File: src/rtl/data_mem_pkg.sv
// rtl/data_mem_pkg.sv - shared sizes, controller states and alignment check for data_mem_ctrl
package data_mem_pkg;

  localparam logic [1:0] SZ_BYTE = 2'd0;
  localparam logic [1:0] SZ_HALF = 2'd1;
  localparam logic [1:0] SZ_WORD = 2'd2;

  typedef enum logic [1:0] {
    IDLE   = 2'd0,
    ACCESS = 2'd1,
    BEAT   = 2'd2,
    RESP   = 2'd3
  } state_t;

  // Size 3 is never aligned, so an illegal type also reads as misaligned.
  function automatic logic is_aligned(input logic [1:0] size, input logic [1:0] lane);
    case (size)
      SZ_BYTE: is_aligned = 1'b1;
      SZ_HALF: is_aligned = ~lane[0];
      SZ_WORD: is_aligned = (lane == 2'd0);
      default: is_aligned = 1'b0;
    endcase
  endfunction

endpackage

File: src/rtl/data_mem_load_align.sv
// rtl/data_mem_load_align.sv - selects byte/half from a word by lane and sign/zero-extends it
module data_mem_load_align
  import data_mem_pkg::*;
(
  input  logic [31:0] word,
  input  logic [1:0]  lane,
  input  logic [1:0]  size,
  input  logic        is_unsigned,
  output logic [31:0] data
);

  logic [7:0]  byte_sel;
  logic [15:0] half_sel;

  always_comb begin
    byte_sel = word[{lane, 3'b000} +: 8];
    half_sel = lane[1] ? word[31:16] : word[15:0];
    case (size)
      SZ_BYTE: data = {{24{byte_sel[7] & ~is_unsigned}}, byte_sel};
      SZ_HALF: data = {{16{half_sel[15] & ~is_unsigned}}, half_sel};
      default: data = word;
    endcase
  end

endmodule

File: src/rtl/data_mem_ctrl.sv
// rtl/data_mem_ctrl.sv - two-port round-robin data-memory controller with load alignment
// Misaligned half/word accesses are split into byte beats when MEM_MISALIGN_SPLIT_EN is defined.
module data_mem_ctrl
  import data_mem_pkg::*;
#(
  parameter int ADDR_W = 10
) (
  input  logic                   clk_i,
  input  logic                   rst_i,
  input  logic [1:0]             req_valid_i,
  output logic [1:0]             req_ready_o,
  input  logic [1:0]             req_we_i,
  input  logic [1:0][1:0]        req_type_i,
  input  logic [1:0]             req_unsigned_i,
  input  logic [1:0][ADDR_W-1:0] req_addr_i,
  input  logic [1:0][31:0]       req_wdata_i,
  output logic [1:0]             rsp_valid_o,
  output logic [31:0]            rsp_rdata_o,
  output logic                   rsp_err_o,
  output logic                   mem_en_o,
  output logic [ADDR_W-3:0]      mem_word_o,
  output logic [1:0]             mem_type_o,
  output logic [1:0]             mem_lane_o,
  output logic [31:0]            mem_wdata_o,
  input  logic [31:0]            mem_rdata_i
);

  state_t              state, state_nx;
  logic                last_q, gnt_q, gnt_sel, accept;
  logic                we_q, uns_q, err_q;
  logic                sel_misal, sel_illegal;
  logic [1:0]          type_q, sel_type, sel_lane, align_lane;
  logic [ADDR_W-1:0]   addr_q;
  logic [31:0]         wdata_q, rdata_q, load_data;

  // On contention the port not served last wins; otherwise the only valid port.
  assign gnt_sel     = (&req_valid_i) ? ~last_q : req_valid_i[1];
  assign accept      = ~rst_i && (state == IDLE) && (|req_valid_i);
  assign sel_type    = req_type_i[gnt_sel];
  assign sel_lane    = req_addr_i[gnt_sel][1:0];
  assign sel_illegal = (sel_type == 2'd3);
  assign sel_misal   = ~is_aligned(sel_type, sel_lane);

`ifdef MEM_MISALIGN_SPLIT_EN
  logic              split_q, last_beat;
  logic [1:0]        beat_q;
  logic [ADDR_W-1:0] beat_addr;

  assign beat_addr  = addr_q + ADDR_W'(beat_q);
  assign last_beat  = (beat_q == ((type_q == SZ_HALF) ? 2'd1 : 2'd3));
  // Split loads are assembled little-endian from bit 0, so extend as if lane 0.
  assign align_lane = split_q ? 2'd0 : addr_q[1:0];
`else
  assign align_lane = addr_q[1:0];
`endif

  always_ff @(posedge clk_i or posedge rst_i) begin
    if (rst_i) begin
      state   <= IDLE;
      last_q  <= 1'b1;
      gnt_q   <= 1'b0;
      we_q    <= 1'b0;
      uns_q   <= 1'b0;
      err_q   <= 1'b0;
      type_q  <= 2'd0;
      addr_q  <= '0;
      wdata_q <= '0;
      rdata_q <= '0;
`ifdef MEM_MISALIGN_SPLIT_EN
      split_q <= 1'b0;
      beat_q  <= 2'd0;
`endif
    end else begin
      state <= state_nx;
      if (accept) begin
        gnt_q   <= gnt_sel;
        we_q    <= req_we_i[gnt_sel];
        uns_q   <= req_unsigned_i[gnt_sel];
        type_q  <= sel_type;
        addr_q  <= req_addr_i[gnt_sel];
        wdata_q <= req_wdata_i[gnt_sel];
`ifdef MEM_MISALIGN_SPLIT_EN
        err_q   <= sel_illegal;
        split_q <= sel_misal & ~sel_illegal;
        beat_q  <= 2'd0;
`else
        err_q   <= sel_misal;
`endif
      end
      if (state == ACCESS) rdata_q <= mem_rdata_i;
`ifdef MEM_MISALIGN_SPLIT_EN
      if (state == BEAT) begin
        beat_q <= beat_q + 2'd1;
        rdata_q[{beat_q, 3'b000} +: 8] <= mem_rdata_i[{beat_addr[1:0], 3'b000} +: 8];
      end
`endif
      if (state == RESP) last_q <= gnt_q;
    end
  end

  always_comb begin
    state_nx    = state;
    req_ready_o = 2'b00;
    rsp_valid_o = 2'b00;
    rsp_rdata_o = '0;
    rsp_err_o   = 1'b0;
    mem_en_o    = 1'b0;
    mem_word_o  = '0;
    mem_type_o  = 2'd0;
    mem_lane_o  = 2'd0;
    mem_wdata_o = '0;
    case (state)
      IDLE: begin
        if (accept) begin
          req_ready_o = gnt_sel ? 2'b10 : 2'b01;
`ifdef MEM_MISALIGN_SPLIT_EN
          state_nx = (sel_misal & ~sel_illegal) ? BEAT : ACCESS;
`else
          state_nx = ACCESS;
`endif
        end
      end
      ACCESS: begin
        mem_en_o    = we_q & ~err_q;
        mem_word_o  = addr_q[ADDR_W-1:2];
        mem_lane_o  = addr_q[1:0];
        mem_type_o  = type_q;
        mem_wdata_o = wdata_q;
        state_nx    = RESP;
      end
`ifdef MEM_MISALIGN_SPLIT_EN
      BEAT: begin
        mem_en_o    = we_q;
        mem_word_o  = beat_addr[ADDR_W-1:2];
        mem_lane_o  = beat_addr[1:0];
        mem_type_o  = SZ_BYTE;
        mem_wdata_o = {24'd0, wdata_q[{beat_q, 3'b000} +: 8]};
        if (last_beat) state_nx = RESP;
      end
`endif
      RESP: begin
        rsp_valid_o = gnt_q ? 2'b10 : 2'b01;
        rsp_err_o   = err_q;
        rsp_rdata_o = (we_q | err_q) ? 32'd0 : load_data;
        state_nx    = IDLE;
      end
      default: state_nx = IDLE;
    endcase
  end

  data_mem_load_align u_load_align (
    .word        (rdata_q),
    .lane        (align_lane),
    .size        (type_q),
    .is_unsigned (uns_q),
    .data        (load_data)
  );

endmodule

File: config.mk
export PLATFORM = sky130hd
export DESIGN_NAME = data_mem_ctrl
export DESIGN_NICKNAME = d
export VERILOG_FILES = /design/src/rtl/data_mem_pkg.sv /design/src/rtl/data_mem_load_align.sv /design/src/rtl/data_mem_ctrl.sv
export SDC_FILE = /design/constraint.sdc
export NUM_CORES = 1
export LEC_CHECK = 0
export CAP_MARGIN = 10
export CORE_MARGIN = 2
export CORE_UTILIZATION = 46
export CTS_BUF_LIST = sky130_fd_sc_hd__clkbuf_4
export DETAILED_ROUTE_END_ITERATION = 16
export HOLD_SLACK_MARGIN = 0.1
export PLACE_DENSITY = 0.88
export SKIP_CTS_REPAIR_TIMING = 1
export SLEW_MARGIN = 20
export SYNTH_ARGS = -nofsm -noshare
export SYNTH_HDL_FRONTEND = slang
export SYNTH_SLANG_ARGS = --single-unit
File: constraint.sdc
create_clock -name clk_i -period 7.1 [get_ports clk_i]
set_clock_uncertainty 0.1 [all_clocks]
set_input_delay 1.42 -clock clk_i [delete_from_list [all_inputs] [get_ports clk_i]]
set_output_delay 1.42 -clock clk_i [all_outputs]
set_load 0.01 [all_outputs]
======== Yosys cells after proc, flatten, opt, wreduce, memory -nomap -nowiden ========
Cells that the tools add are included.
word-level totals
  flip-flop bits (word level) ............. 83
  logic and storage cells ................. 65
  input bits .............................. 128
cells by class
  reductions and logical operators ........ 8
  equality and inequality tests ........... 6
  multiplexer cells ....................... 29
  shift-type cells ........................ 1
  order comparisons ....................... 1
  bitwise gates (word level) .............. 10
operators with widths
  operator                                                                number
  32-bit two-way mux                                                      5
  32-bit one-hot mux with 2 select lines                                  1
  32-bit by 6-bit variable part select with 8-bit output                  1
  10-bit two-way mux                                                      2
  2-bit two-way mux                                                       10
  16-bit two-way mux                                                      1
  2-bit logical NOT                                                       4
  8-bit two-way mux                                                       1
  1-bit two-way mux                                                       7
  2-bit by 1-bit equality test with 1-bit output (second input constant)  3
  1-bit NOT                                                               6
  2-bit equality test (second input constant)                             2
  2-bit one-hot mux with 2 select lines                                   1
  1-bit bitwise AND                                                       3
  1-bit one-hot mux with 3 select lines                                   1
  1-bit logical AND                                                       2
  1-bit by 2-bit < comparator with 1-bit output (second input constant)   1
  2-bit inequality test (second input constant)                           1
  2-bit AND reduction                                                     1
  2-bit OR reduction                                                      1
  1-bit bitwise OR                                                        1

======== Depth between registers and ports, before layout ========
  depth after elaboration ................. 7
  depth in mapped cells ................... 7

======== Cells and area by module ========
Synthesis repeated with hierarchy kept, for this count alone.
unflattened totals
  cells, all modules ...................... 503
  area, all modules ....................... 4,830.9 um2
modules (own cells, without submodules)
  module               cells each  area an instance (um2)  times used  seq. area each (um2)
  data_mem_ctrl        381         4,136.5                 1           2,078.2
  data_mem_load_align  122         694.4                   1           0.0

======== Worst setup path before layout ========
Ideal clock, no wire load.
  path kind ............................... in2out
  start point ............................. input port rst_i
  end point ............................... output port req_ready_o[0]
  cell stages on the path ................. 5
  arrival time ............................ 2.279 ns
  slack ................................... 3.301 ns
  buffers on the path ..................... 2
  required time ........................... 5.580 ns
  cell sequence ........................... nor3_1 > o21ai_1 > clkbuf_1 > buf_2 > nor2_1
between the ends
  cells in the longest elaborated chain, start to end .. 5
ends and longest elaborated chain
  what                            line                  RTL
  start: declaration              data_mem_ctrl.sv:9    input logic rst_i,
  1-bit NOT                       data_mem_ctrl.sv:38   assign accept = ~rst_i && (state == IDLE) && (|req_valid_i);
  1-bit logical AND (2 in a row)  data_mem_ctrl.sv:38
  2-bit two-way mux               data_mem_ctrl.sv:114  if (accept) begin
  2-bit two-way mux               data_mem_ctrl.sv:112  case (state)
  end: declaration                data_mem_ctrl.sv:11   output logic [1:0] req_ready_o,
Every way passes these cells.

======== Worst setup path in the final report ========
  start point ............................. register state[1]
  end point ............................... output port rsp_rdata_o[17]
between the ends
  cells in the longest elaborated chain, start to end .. 2
ends and longest elaborated chain
  what                      line                  RTL
  start: declaration        data_mem_ctrl.sv:28   state_t state, state_nx;
  start signal: assignment  data_mem_ctrl.sv:74   state <= state_nx;
  2-bit equality test       data_mem_ctrl.sv:112
  32-bit two-way mux        data_mem_ctrl.sv:112
  end: declaration          data_mem_ctrl.sv:18   output logic [31:0] rsp_rdata_o,
Every way passes these cells.

==> impl_results.md <==
* Crit path kind: flip-flop to output port
* Antenna violations before repair at 0
* RSZ-0062 raised after global routing: false
* Most instantiated library cell after synthesis: nand2_1
* Pins over their slew limit at 0
* Total wire length at 13100 microns
* First-pass GRT wire length at 20220 microns
* XOR/XNOR Fraction of Synth Area at 0%
* EDFF count, synth at 0
* Total grt overflow at 0
* WP data required at 5.58 ns
* Cell count after synthesis at 489
* CTS tree: built
* DIE AREA at 10650 sq um
* Maximum clock frequency at 200.0 MHz
* Area fraction of the dominant cell type after synthesis at 45.35%
* Worst vdd ir at 0.1670 mV
* DRT Pass-1 Iters at 4
* Area delta synth->final at 50.53%
* Worst Path Max Fanout at 18
* Largest family of logic cells by synthesized area: multiplexers
* Syn avg cell area at 9.252 sq um
* MaxCap Viol Count at 0
* TritonCTS Buffers at 9
* Layout Nets at 802
* Layout cell share with drive strength beyond 1 at 7.658%
* Pre-CTS setup slack at 2.172 ns
* Sequential share of the synthesized area at 45.93%
* Arr. time, crit path at 3.48 ns
* DR iter-0 viols at 105
* Leak Pwr at 2.948 nW
* Post-synthesis register bit count at 83
* Fill cells at 768
* Largest net degree at the start of global routing at 84
* TNS Setup at 0 ns
* Outcome: completed
* Worst R2R Start: state[0]
* All-Layer GR Usage at 24.76%
* Largest area contributor in the netlist: dfrtp_1
* Post-route ant nets at 0
* Clk_lat worst skew at 0.42 ns
* Final hold violation count at 0
* Area contributors post-synth: dfrtp_1 (45%), mux2i_1 (12%), nand2_1 (9.0%)
* Post-layout min period at 4.999 ns
* Vias in the first global route at 4106
* Root Buffer: clkbuf_4
* CTS sink cnt at 83
* Synthesized area at 4524 sq um
* Setup slack after layout at 2.101 ns
* Core box area at 9639 sq um
* I/O pin count at 210
* H-tree Lvls at 3
* RePlAce Congestion at 0.8361
* Worst slew pin tran at 1.034 ns
* DR vias at 4184
* Asr flop ratio synth at 100.0%
* Vias per Instance at 5.153
* Pwr/cell area at 330.5 nW/um^2
* Die extent in x at 103.2 microns
* HP Start: wdata_q[27]
* DRC at 0
* Critical path origin: state[1]
* HP Class: flip-flop to flip-flop
* Antenna diode instance count at 0
* Clock transition at path regs at 0.13 ns
* Synth Area in Simple Gates at 17.56%
* Initial Utilization at 46.94%
* Die span in y at 103.2 microns
* Adder-cell share of the synthesized area at 0%
* Ys Warns at 0
* Netlist cell types at 35
* Multiplexer share of the synthesized area at 18.56%
* Setup violations, final at 0
* Period utilization at 70.41%
* Hpwl dp at 9851 microns
* Setup crit end kind: output port
* Rel. slew slack at 30.81%
* Synthesized Nets at 617
* DR WL/cell at 16.13 microns
* Clock Path Buffers at 2
* Synth Area in Compound Gates at 13.03%
* CP startpoint kind: flip-flop
* Ys flop type: dfrtp_1
* Buffers on Ports at 209
* Row cnt at 36
* Most frequent cells after synthesis: nand2_1 (108), dfrtp_1 (82), o21ai_0 (64), mux2i_1 (52), and2_1 (42)
==> cell type report <==
| class | count | area, sq um | area share (%) |
|---|---|---|---|
| clock inverter | 5 | 53.80 | 0.7900 |
| tap | 133 | 166.4 | 2.444 |
| inverter | 11 | 42.54 | 0.6247 |
| sequential | 83 | 2078 | 30.52 |
| clock buffer | 11 | 82.58 | 1.213 |
| timing repair buffer | 214 | 2133 | 31.32 |
| multi-input combinational | 355 | 2253 | 33.09 |
==> cells by family (layout without fill, tap and decap cells) <==
| group | after synthesis | count (layout) |
|---|---|---|
| flip-flops | 83 | 83 |
| multiplexers | 79 | 79 |
| AND/OR/NAND/NOR | 173 | 173 |
| AO/OA/AOI/OAI | 103 | 103 |
| buffers and inverters | 51 | 241 |
==> worst max-delay path, cell delays in order (launching register included) <==
cell             delay [ns]
dfrtp_1                0.55
nand4bb_1              0.65
nor2_1                 1.04
nand2_1                0.15
nand2_1                0.11
clkdlybuf4s50_1        0.55
==> stage by stage <==
step           hold WS (ns)  instances  instance area, sq um  power [mW]  util, %
3_3_place_gp         0.3532        796                  6670       1.937    69.20
5_1_grt              0.4209        812                  6810       2.419    70.65
6_report             0.3858        812                  6810       2.251    70.65
4_1_cts              0.3898        812                  6807       2.264    70.61
2_1_floorplan        0.3418        489                  4524       1.537        -
3_5_place_dp         0.3635        796                  6670       1.987    69.20
==> registers in the layout, summed over array words and instances (netlist names) <==
signal,flops
rdata_q,32
wdata_q,32
addr_q,10
state,2
type_q,2
err_q,1
gnt_q,1
last_q,1
uns_q,1
we_q,1
==> placed cells by master, fill, tap and decap left out, drive strengths merged, types with 3 or more instances in the layout <==
cell type      instances
clkbuf                11
nor3                   4
o211ai                 6
o21ai                 65
and2                  43
a21oi                 14
a221oi                 8
mux2                  26
nand2                108
clkdlybuf4s50        209
clkinv                 3
dfrtp                 82
nor2                   9
mux2i                 52
buf                    5
inv                   10
==> power breakdown <==
part / internal [mW] / switching [mW] / total (mW)
logic: 0.555 / 0.519 / 1.07
registers: 0.704 / 0.199 / 0.903
clock network: 0.114 / 0.160 / 0.274
==> per-layer routing <==
layer | track usage [%] | vias up | share of wire, %
li1 | - | 2027 | -
met1 | 29.17 | 1975 | 39
met3 | 7.594 | 18 | 9.0
met5 | 0 | - | 0
met4 | 7.794 | 0 | 1.6
met2 | 43.41 | 164 | 51
==> final timing paths <==
kind	cells past startpoint	to	slack, ns
min reg2reg	2	wdata_q[27]	0.39
max reg2reg	4	rdata_q[28]	4.70
min	2	wdata_q[27]	0.39
min in group asynchronous	3	rdata_q[17]	1.42
max	5	rsp_rdata_o[17]	2.10
max in group asynchronous	3	wdata_q[2]	4.92
(Power assumes the default switching activity.)
